## config.mk

```make
export PLATFORM = sky130hd
export DESIGN_NAME = hazard_ctrl_flat
export DESIGN_NICKNAME = d
export VERILOG_FILES = /design/src/rtl/hazard_ctrl_pkg.sv /design/src/rtl/hazard_ctrl_if.sv /design/src/rtl/hazard_ctrl_detect.sv /design/src/rtl/hazard_ctrl.sv /design/src/flat_wrapper.sv
export SDC_FILE = /design/constraint.sdc
export NUM_CORES = 1
export LEC_CHECK = 0
export CORE_MARGIN = 5
export CORE_UTILIZATION = 40
export DETAILED_ROUTE_END_ITERATION = 7
export PLACE_DENSITY_LB_ADDON = 0.25
export REMOVE_ABC_BUFFERS = 1
export SLEW_MARGIN = 30
export SYNTH_ARGS = -nofsm -noshare
export SYNTH_HDL_FRONTEND = slang
export SYNTH_SLANG_ARGS = --single-unit
export TNS_END_PERCENT = 5
```

## constraint.sdc

```tcl
create_clock -name clock -period 2.5 [get_ports clock]
set_clock_uncertainty 0.1 [all_clocks]
set_input_delay 0.375 -clock clock [delete_from_list [all_inputs] [get_ports clock]]
set_output_delay 0.375 -clock clock [all_outputs]
set_load 0.01 [all_outputs]
```

## src/rtl/hazard_ctrl_pkg.sv

```systemverilog
// Shared types and constants for the IF/ID and ID/EX hazard controller.
// Optional statistics counters are enabled with the HAZARD_STATS_EN macro.
package hazard_ctrl_pkg;

  localparam int REG_W = 5;
  localparam logic [4:0] ZERO_REG = 5'd0;

  // Controller states; the encoding is fixed so debug traces stay readable.
  typedef enum logic [1:0] {
    HOLD   = 2'd0,
    RUN    = 2'd1,
    FLUSH  = 2'd2,
    FREEZE = 2'd3
  } state_t;

  // Action chosen for the current cycle; drives both output decode and next state.
  typedef enum logic [2:0] {
    ACT_HOLD,
    ACT_NORMAL,
    ACT_STALL,
    ACT_BRANCH,
    ACT_FLUSH,
    ACT_FREEZE
  } action_t;

  // Pipeline register controls, grouped so each action maps to one constant.
  typedef struct packed {
    logic pc_write;
    logic pc_src;
    logic if_id_write;
    logic if_id_flush;
    logic id_ex_write;
    logic id_ex_flush;
  } ctrl_t;

  localparam ctrl_t CTRL_HOLD   = ctrl_t'(6'b000111);
  localparam ctrl_t CTRL_NORMAL = ctrl_t'(6'b101010);
  localparam ctrl_t CTRL_STALL  = ctrl_t'(6'b000011);
  localparam ctrl_t CTRL_BRANCH = ctrl_t'(6'b111111);
  localparam ctrl_t CTRL_FLUSH  = ctrl_t'(6'b101110);
  localparam ctrl_t CTRL_FREEZE = ctrl_t'(6'b000000);

endpackage

```

## src/rtl/hazard_ctrl_if.sv

```systemverilog
// Hazard inputs from the ID/EX/MEM stages and the register controls returned to them.
interface hazard_ctrl_if #(
  parameter int REG_W = hazard_ctrl_pkg::REG_W
);

  logic [REG_W-1:0] id_rs;
  logic [REG_W-1:0] id_rt;
  logic             id_uses_rt;
  logic             ex_mem_read;
  logic [REG_W-1:0] ex_rt;
  logic             branch_taken;
  logic             mem_busy;

  logic             pc_write;
  logic             pc_src;
  logic             if_id_write;
  logic             if_id_flush;
  logic             id_ex_write;
  logic             id_ex_flush;

  // Pipeline side: reports hazards, obeys the controls.
  modport master (
    output id_rs, id_rt, id_uses_rt, ex_mem_read, ex_rt, branch_taken, mem_busy,
    input  pc_write, pc_src, if_id_write, if_id_flush, id_ex_write, id_ex_flush
  );

  // Controller side.
  modport slave (
    input  id_rs, id_rt, id_uses_rt, ex_mem_read, ex_rt, branch_taken, mem_busy,
    output pc_write, pc_src, if_id_write, if_id_flush, id_ex_write, id_ex_flush
  );

endinterface

```

## src/rtl/hazard_ctrl_detect.sv

```systemverilog
// Load-use detector: the load in EX writes a register the instruction in ID reads.
// Register zero never carries a dependency.
module hazard_ctrl_detect #(
  parameter int REG_W = hazard_ctrl_pkg::REG_W
) (
  input  logic [REG_W-1:0] id_rs,
  input  logic [REG_W-1:0] id_rt,
  input  logic             id_uses_rt,
  input  logic             ex_mem_read,
  input  logic [REG_W-1:0] ex_rt,
  output logic             load_use
);
  import hazard_ctrl_pkg::*;

  // rs is always a source; rt only when the ID instruction actually reads it.
  always_comb begin
    load_use = ex_mem_read
             & (ex_rt != REG_W'(ZERO_REG))
             & ((ex_rt == id_rs) | (id_uses_rt & (ex_rt == id_rt)));
  end

endmodule

```

## src/rtl/hazard_ctrl.sv

```systemverilog
// Sequencing controller for the PC, IF/ID and ID/EX registers of the 5-stage core.
// Handles load-use bubbles, taken-branch flushes and memory-busy freezes.
// Define HAZARD_STATS_EN to add saturating stall/flush/freeze event counters.
module hazard_ctrl #(
  parameter int REG_W          = hazard_ctrl_pkg::REG_W,
  parameter int BRANCH_PENALTY = 2
) (
  input  logic         clock,
  input  logic         reset,
  hazard_ctrl_if.slave bus
`ifdef HAZARD_STATS_EN
  ,
  output logic [31:0]  stall_cnt,
  output logic [31:0]  flush_cnt_tot,
  output logic [31:0]  freeze_cnt
`endif
);
  import hazard_ctrl_pkg::*;

  // The branch detect cycle is itself a flush cycle, so FLUSH covers the rest.
  localparam logic [2:0] PENALTY_M1 = 3'(BRANCH_PENALTY - 1);

  state_t     state;
  logic [2:0] flush_cnt;
  logic       br_pend;
  logic       load_use;
  action_t    act;
  ctrl_t      ctrl;

  hazard_ctrl_detect #(.REG_W(REG_W)) u_hazard_detect (
    .id_rs       (bus.id_rs),
    .id_rt       (bus.id_rt),
    .id_uses_rt  (bus.id_uses_rt),
    .ex_mem_read (bus.ex_mem_read),
    .ex_rt       (bus.ex_rt),
    .load_use    (load_use)
  );

  // Pick this cycle's action. Leaving FREEZE, a branch caught at freeze entry wins,
  // then any unfinished flush resumes, then ID is re-checked for a load-use.
  // A live branch_taken on that release cycle is not acted on: EX was frozen,
  // so a real branch there was already captured in br_pend.
  always_comb begin
    act = ACT_NORMAL;
    unique case (state)
      HOLD: act = ACT_HOLD;
      RUN: begin
        if (bus.mem_busy)          act = ACT_FREEZE;
        else if (bus.branch_taken) act = ACT_BRANCH;
        else if (load_use)         act = ACT_STALL;
        else                       act = ACT_NORMAL;
      end
      FLUSH: begin
        if (bus.mem_busy) act = ACT_FREEZE;
        else              act = ACT_FLUSH;
      end
      FREEZE: begin
        if (bus.mem_busy)        act = ACT_FREEZE;
        else if (br_pend)        act = ACT_BRANCH;
        else if (flush_cnt != 0) act = ACT_FLUSH;
        else if (load_use)       act = ACT_STALL;
        else                     act = ACT_NORMAL;
      end
      default: act = ACT_HOLD;
    endcase
  end

  // Decode the action into the register controls.
  always_comb begin
    ctrl = CTRL_HOLD;
    unique case (act)
      ACT_HOLD:   ctrl = CTRL_HOLD;
      ACT_NORMAL: ctrl = CTRL_NORMAL;
      ACT_STALL:  ctrl = CTRL_STALL;
      ACT_BRANCH: ctrl = CTRL_BRANCH;
      ACT_FLUSH:  ctrl = CTRL_FLUSH;
      ACT_FREEZE: ctrl = CTRL_FREEZE;
      default:    ctrl = CTRL_HOLD;
    endcase
  end

  assign bus.pc_write    = ctrl.pc_write;
  assign bus.pc_src      = ctrl.pc_src;
  assign bus.if_id_write = ctrl.if_id_write;
  assign bus.if_id_flush = ctrl.if_id_flush;
  assign bus.id_ex_write = ctrl.id_ex_write;
  assign bus.id_ex_flush = ctrl.id_ex_flush;

  // State, remaining flush count and pending-branch flag advance with the action.
  always_ff @(posedge clock or negedge reset) begin
    if (!reset) begin
      state     <= HOLD;
      flush_cnt <= 3'd0;
      br_pend   <= 1'b0;
    end else begin
      unique case (act)
        ACT_HOLD, ACT_NORMAL, ACT_STALL: state <= RUN;
        ACT_BRANCH: begin
          br_pend <= 1'b0;
          if (BRANCH_PENALTY > 1) begin
            state     <= FLUSH;
            flush_cnt <= PENALTY_M1;
          end else begin
            state <= RUN;
          end
        end
        ACT_FLUSH: begin
          if (flush_cnt <= 3'd1) begin
            state     <= RUN;
            flush_cnt <= 3'd0;
          end else begin
            state     <= FLUSH;
            flush_cnt <= flush_cnt - 3'd1;
          end
        end
        ACT_FREEZE: begin
          state <= FREEZE;
          if (state == RUN && bus.branch_taken) br_pend <= 1'b1;
        end
        default: state <= HOLD;
      endcase
    end
  end

`ifdef HAZARD_STATS_EN
  // Saturating event counters: bubbles, flushed IF/ID cycles, frozen cycles.
  always_ff @(posedge clock or negedge reset) begin
    if (!reset) begin
      stall_cnt     <= 32'd0;
      flush_cnt_tot <= 32'd0;
      freeze_cnt    <= 32'd0;
    end else begin
      if (act == ACT_STALL && stall_cnt != 32'hFFFF_FFFF)
        stall_cnt <= stall_cnt + 32'd1;
      if ((act == ACT_BRANCH || act == ACT_FLUSH) && flush_cnt_tot != 32'hFFFF_FFFF)
        flush_cnt_tot <= flush_cnt_tot + 32'd1;
      if (act == ACT_FREEZE && freeze_cnt != 32'hFFFF_FFFF)
        freeze_cnt <= freeze_cnt + 32'd1;
    end
  end
`endif

endmodule
```

## src/flat_wrapper.sv

```systemverilog
// flat-port wrapper written by rule: the top's interface ports become plain ports
module hazard_ctrl_flat import hazard_ctrl_pkg::*;
#(
  parameter int REG_W          = hazard_ctrl_pkg::REG_W,
  parameter int BRANCH_PENALTY = 2
)
  (clock, reset, bus_id_rs, bus_id_rt, bus_id_uses_rt, bus_ex_mem_read, bus_ex_rt, bus_branch_taken, bus_mem_busy, bus_pc_write, bus_pc_src, bus_if_id_write, bus_if_id_flush, bus_id_ex_write, bus_id_ex_flush);
  hazard_ctrl_if #(.REG_W(REG_W)) bus_i ();
  input  logic clock;
  input  logic reset;
  input wire logic [$bits(bus_i.id_rs)-1:0] bus_id_rs;
  input wire logic [$bits(bus_i.id_rt)-1:0] bus_id_rt;
  input wire logic [$bits(bus_i.id_uses_rt)-1:0] bus_id_uses_rt;
  input wire logic [$bits(bus_i.ex_mem_read)-1:0] bus_ex_mem_read;
  input wire logic [$bits(bus_i.ex_rt)-1:0] bus_ex_rt;
  input wire logic [$bits(bus_i.branch_taken)-1:0] bus_branch_taken;
  input wire logic [$bits(bus_i.mem_busy)-1:0] bus_mem_busy;
  output wire logic [$bits(bus_i.pc_write)-1:0] bus_pc_write;
  output wire logic [$bits(bus_i.pc_src)-1:0] bus_pc_src;
  output wire logic [$bits(bus_i.if_id_write)-1:0] bus_if_id_write;
  output wire logic [$bits(bus_i.if_id_flush)-1:0] bus_if_id_flush;
  output wire logic [$bits(bus_i.id_ex_write)-1:0] bus_id_ex_write;
  output wire logic [$bits(bus_i.id_ex_flush)-1:0] bus_id_ex_flush;
  assign bus_i.id_rs = bus_id_rs;
  assign bus_i.id_rt = bus_id_rt;
  assign bus_i.id_uses_rt = bus_id_uses_rt;
  assign bus_i.ex_mem_read = bus_ex_mem_read;
  assign bus_i.ex_rt = bus_ex_rt;
  assign bus_i.branch_taken = bus_branch_taken;
  assign bus_i.mem_busy = bus_mem_busy;
  assign bus_pc_write = bus_i.pc_write;
  assign bus_pc_src = bus_i.pc_src;
  assign bus_if_id_write = bus_i.if_id_write;
  assign bus_if_id_flush = bus_i.if_id_flush;
  assign bus_id_ex_write = bus_i.id_ex_write;
  assign bus_id_ex_flush = bus_i.id_ex_flush;
  hazard_ctrl #(.REG_W(REG_W), .BRANCH_PENALTY(BRANCH_PENALTY)) u_core (.clock(clock), .reset(reset), .bus(bus_i));
endmodule
```

==> impl_metrics.tcl <==
set metrics [dict create \
    cts.reportedPaths.clkPinSlew_ns 0.04 \
    dp_worst_setup_slack_ns -0.5429 \
    floorplan.die.width_um 49.71 \
    post_synth_design_cell_area_um2 630.6 \
    yosysWarningCount 0 \
    placed_cells_incl_taps 133 \
    synth_simple_gate_area_share_pct 26.98 \
    synth-edff-count 0 \
    globalplace.congestion 0.7816 \
    synthesis.area_per_instance_um2 8.882 \
    post_drt_via_cell_ratio 5.199 \
    largest_family_of_logic_cells_by_synthesized_area "simple AND/OR/NAND/NOR gates" \
    routed-via-count 707 \
    post_synth_xor_area_fraction_pct 13.89 \
    numPortBuffers 26 \
    seq_cells_post_synth 6 \
    sequential_cell_area_um2 150.1 \
    number_of_buffers_added_to_fix_hold_violations_after_cts 0 \
    area_share_of_the_leading_cell_type_in_the_synthesized_netlist_pct 23.81 \
    worstSetupPathType "in -> out" \
    hold_slack_ns 0.2855 \
    post_drt_wl_per_cell_um 13.09 \
    cts_htree_levels 1 \
    setup-violations-final 2 \
    finalPower_w 0.0008703 \
    tightest_slew_ns 0.3218 \
    grt_setup_unrepaired "true" \
    layout_setup_ws_ns -0.006960 \
    cap_viol_max_count 0 \
    grt_first_pass_wirelength_um 3036 \
    crit_required_ns 2.03 \
    period_needed_ns 2.507 \
    route.final.wire_length_um 1780 \
    rr_endpoint "u_core.state[0]$_DFF_PN0_" \
    grtUsageTotal_pct 15.47 \
    std_cell_rows 14 \
    number_of_filler_cells_placed_in_the_layout 123 \
    ctsRootBufferMaster "sky130_fd_sc_hd__clkbuf_4" \
    run_status "complete, but fails checks" \
    min_period_over_period_pct 100.3 \
    grt_pass1_vias 755 \
    arrival_worst_endpoint_ns 2.03 \
    post_synth_fa_ha_maj_area_fraction_pct 3.968 \
    fraction_of_final_layout_cells_sized_beyond_drive_strength_1_pct 34.17 \
    total_leakage_power_nw 0.5097 \
    regToRegStartpoint "u_core.flush_cnt[0]$_DFFE_PN0P_" \
    number_of_instances_in_the_synthesized_netlist 71 \
    number_of_antenna_violations_at_the_first_check_in_global_routing 0 \
    vdd_ir_drop_max_mv 0.5330 \
    dr.first_iter.drc_count 13 \
    drt-pass1-iter-count 5 \
    clock_path_buffers 2 \
    design.die.area_mm2 0.002471 \
    detail_route.drc_violations 0 \
    async_flop_share_pct 100.0 \
    stdcell_count 136 \
    synth.mux.area_fraction_pct 2.381 \
    report.final.hold_viol_count 0 \
    setup.worst_path.start_class "input pin" \
    dominantRegCellSynth "sky130_fd_sc_hd__dfrtp_1" \
    design.core.area_mm2 0.001506 \
    ff2ff_path_depth 8 \
    area_growth_pct 73.02 \
    multi_input_gate_area_in_the_final_layout_um2 483.0 \
    clock_insertion_delay_worst_skew_ns 0.23 \
    pin_count_of_the_biggest_net_entering_global_routing 9 \
    vertical_die_dimension_um 49.71 \
    dp.final_hpwl_um 1547 \
    synth_compound_gate_area_share_pct 25.40 \
    number_of_nets_still_failing_antenna_checks_after_routing 0 \
    power.density_mw_per_mm2 797.7 \
    r2r_setup_slack_ns 0.36 \
    netlist-cell-type-count 30 \
    maxSlewHeadroom_pct 78.32 \
    setup.worst_path.start "bus_ex_rt[1]" \
    design.final.nets 145 \
    synth_sequential_area_ratio_pct 23.81 \
    drv_slew 0 \
    worstPathMaxFanout 3 \
    max_freq_mhz 398.9 \
    min_path_type "in -> async" \
    num_io_pins 27 \
    cp-end-kind "primary output" \
    failed_checks "negative setup slack" \
    num_antenna_cells 0 \
    floorplan.initialDensity_pct 41.86 \
    synth_area_leader_cell "sky130_fd_sc_hd__dfrtp_1" \
    cts_num_sinks 6 \
    cts_tree "built" \
    synth.area.top_cells "sky130_fd_sc_hd__dfrtp_1, sky130_fd_sc_hd__xnor2_1, sky130_fd_sc_hd__a31oi_4, sky130_fd_sc_hd__nand2_1, sky130_fd_sc_hd__ha_1" \
    globalRoute.totalOverflow 0 \
    num_cts_buffers 3 \
]
[cells by family after synthesis]
family / after synthesis
simple gates: 29
compound gates: 18
xor+xnor: 10
flops: 6
buf+inv: 5
fa+ha+maj: 2
mux: 1
[where the power goes]
group | internal [W] | total (W) | switching (W) | leakage (nW)
clock network | 0.0000540 | 0.0000844 | 0.0000304 | 0.0138
logic | 0.000347 | 0.000612 | 0.000265 | 0.423
registers | 0.000127 | 0.000174 | 0.0000470 | 0.0728
[metrics by stage]
| stage | util (%) | instance area (um2) | TNS, ns |
|---|---|---|---|
| finish | 72.43 | 1091 | -0.01270 |
| global route | 72.43 | 1091 | -0.1880 |
| CTS | 71.76 | 1081 | -0.07423 |
| detailed placement | 70.43 | 1061 | -1.998 |
| global placement | 70.43 | 1061 | -1.807 |
| floorplan | - | 623.1 | 0 |
[synth_stat cells, drive strengths merged, types with 2 or more instances]
master,instances
a31oi,4
and2,2
and3b,2
xnor2,10
nand2b,2
nor2b,2
a22oi,2
nand4,2
nand2,7
o21ai,3
and2b,2
nor2,4
o211ai,2
inv,4
ha,2
nand3,2
a21oi,3
dfrtp,6
[cell type report]
class                           instances  area share, %
Sequential cell                         6          13.76
Timing Repair Buffer                   47          36.70
Inverter                                4          1.376
Multi-Input combinational cell         60          44.27
Tap cell                               16          1.835
Clock buffer                            3          2.064
[registers in the layout, indices dropped and copies added (netlist names)]
register / count
u_core.flush_cnt: 3
u_core.state: 2
u_core.br_pend: 1
[placed cells by master, fill, tap and decap left out, types with 3 or more instances in the layout]
cell and n:
sky130_fd_sc_hd__nor2_1 3, sky130_fd_sc_hd__clkdlybuf4s50_1 18, sky130_fd_sc_hd__nand2_1 7, sky130_fd_sc_hd__xnor2_1 10, sky130_fd_sc_hd__buf_2 4, sky130_fd_sc_hd__o21ai_0 3, sky130_fd_sc_hd__inv_1 4, sky130_fd_sc_hd__buf_4 21
sky130_fd_sc_hd__dfrtp_1 6, sky130_fd_sc_hd__clkbuf_4 3, sky130_fd_sc_hd__a21oi_1 3
[how the worst max path moves through the flow]
stage | to | slack [ns] | depth (start not counted)
floorplan | bus_if_id_write | 0.34 | 5
global placement | bus_pc_write | -0.50 | 7
detailed placement | bus_pc_write | -0.54 | 7
CTS | bus_pc_write | -0.04 | 7
global route | bus_pc_write | -0.07 | 7
finish | bus_pc_write | -0.007 | 7
[layer usage]
metal  vias up  global-route usage [%]  routed length (um)
li1        354                       -                   -
met1       326                   15.36                 643
met2        21                   28.81                1007
met3         6                   3.012                  82
met4         0                   9.170                  47
met5         -                       0                   0
[critical path, cell delays in order]
cell                              delay [ns]
sky130_fd_sc_hd__clkdlybuf4s50_1        0.41
sky130_fd_sc_hd__or4_1                  0.46
sky130_fd_sc_hd__o21a_2                 0.23
sky130_fd_sc_hd__a31oi_4                0.15
sky130_fd_sc_hd__nand2b_4               0.15
sky130_fd_sc_hd__and2_4                 0.13
sky130_fd_sc_hd__buf_2                  0.12
[what timing repair did]
action                                  CTS  global route
pin swaps                                 3             5
endpoints found under the setup margin    6             6
resized for setup                        23             3
setup buffers                             0             0
Note: power is estimated with default switching activity, not from simulation.
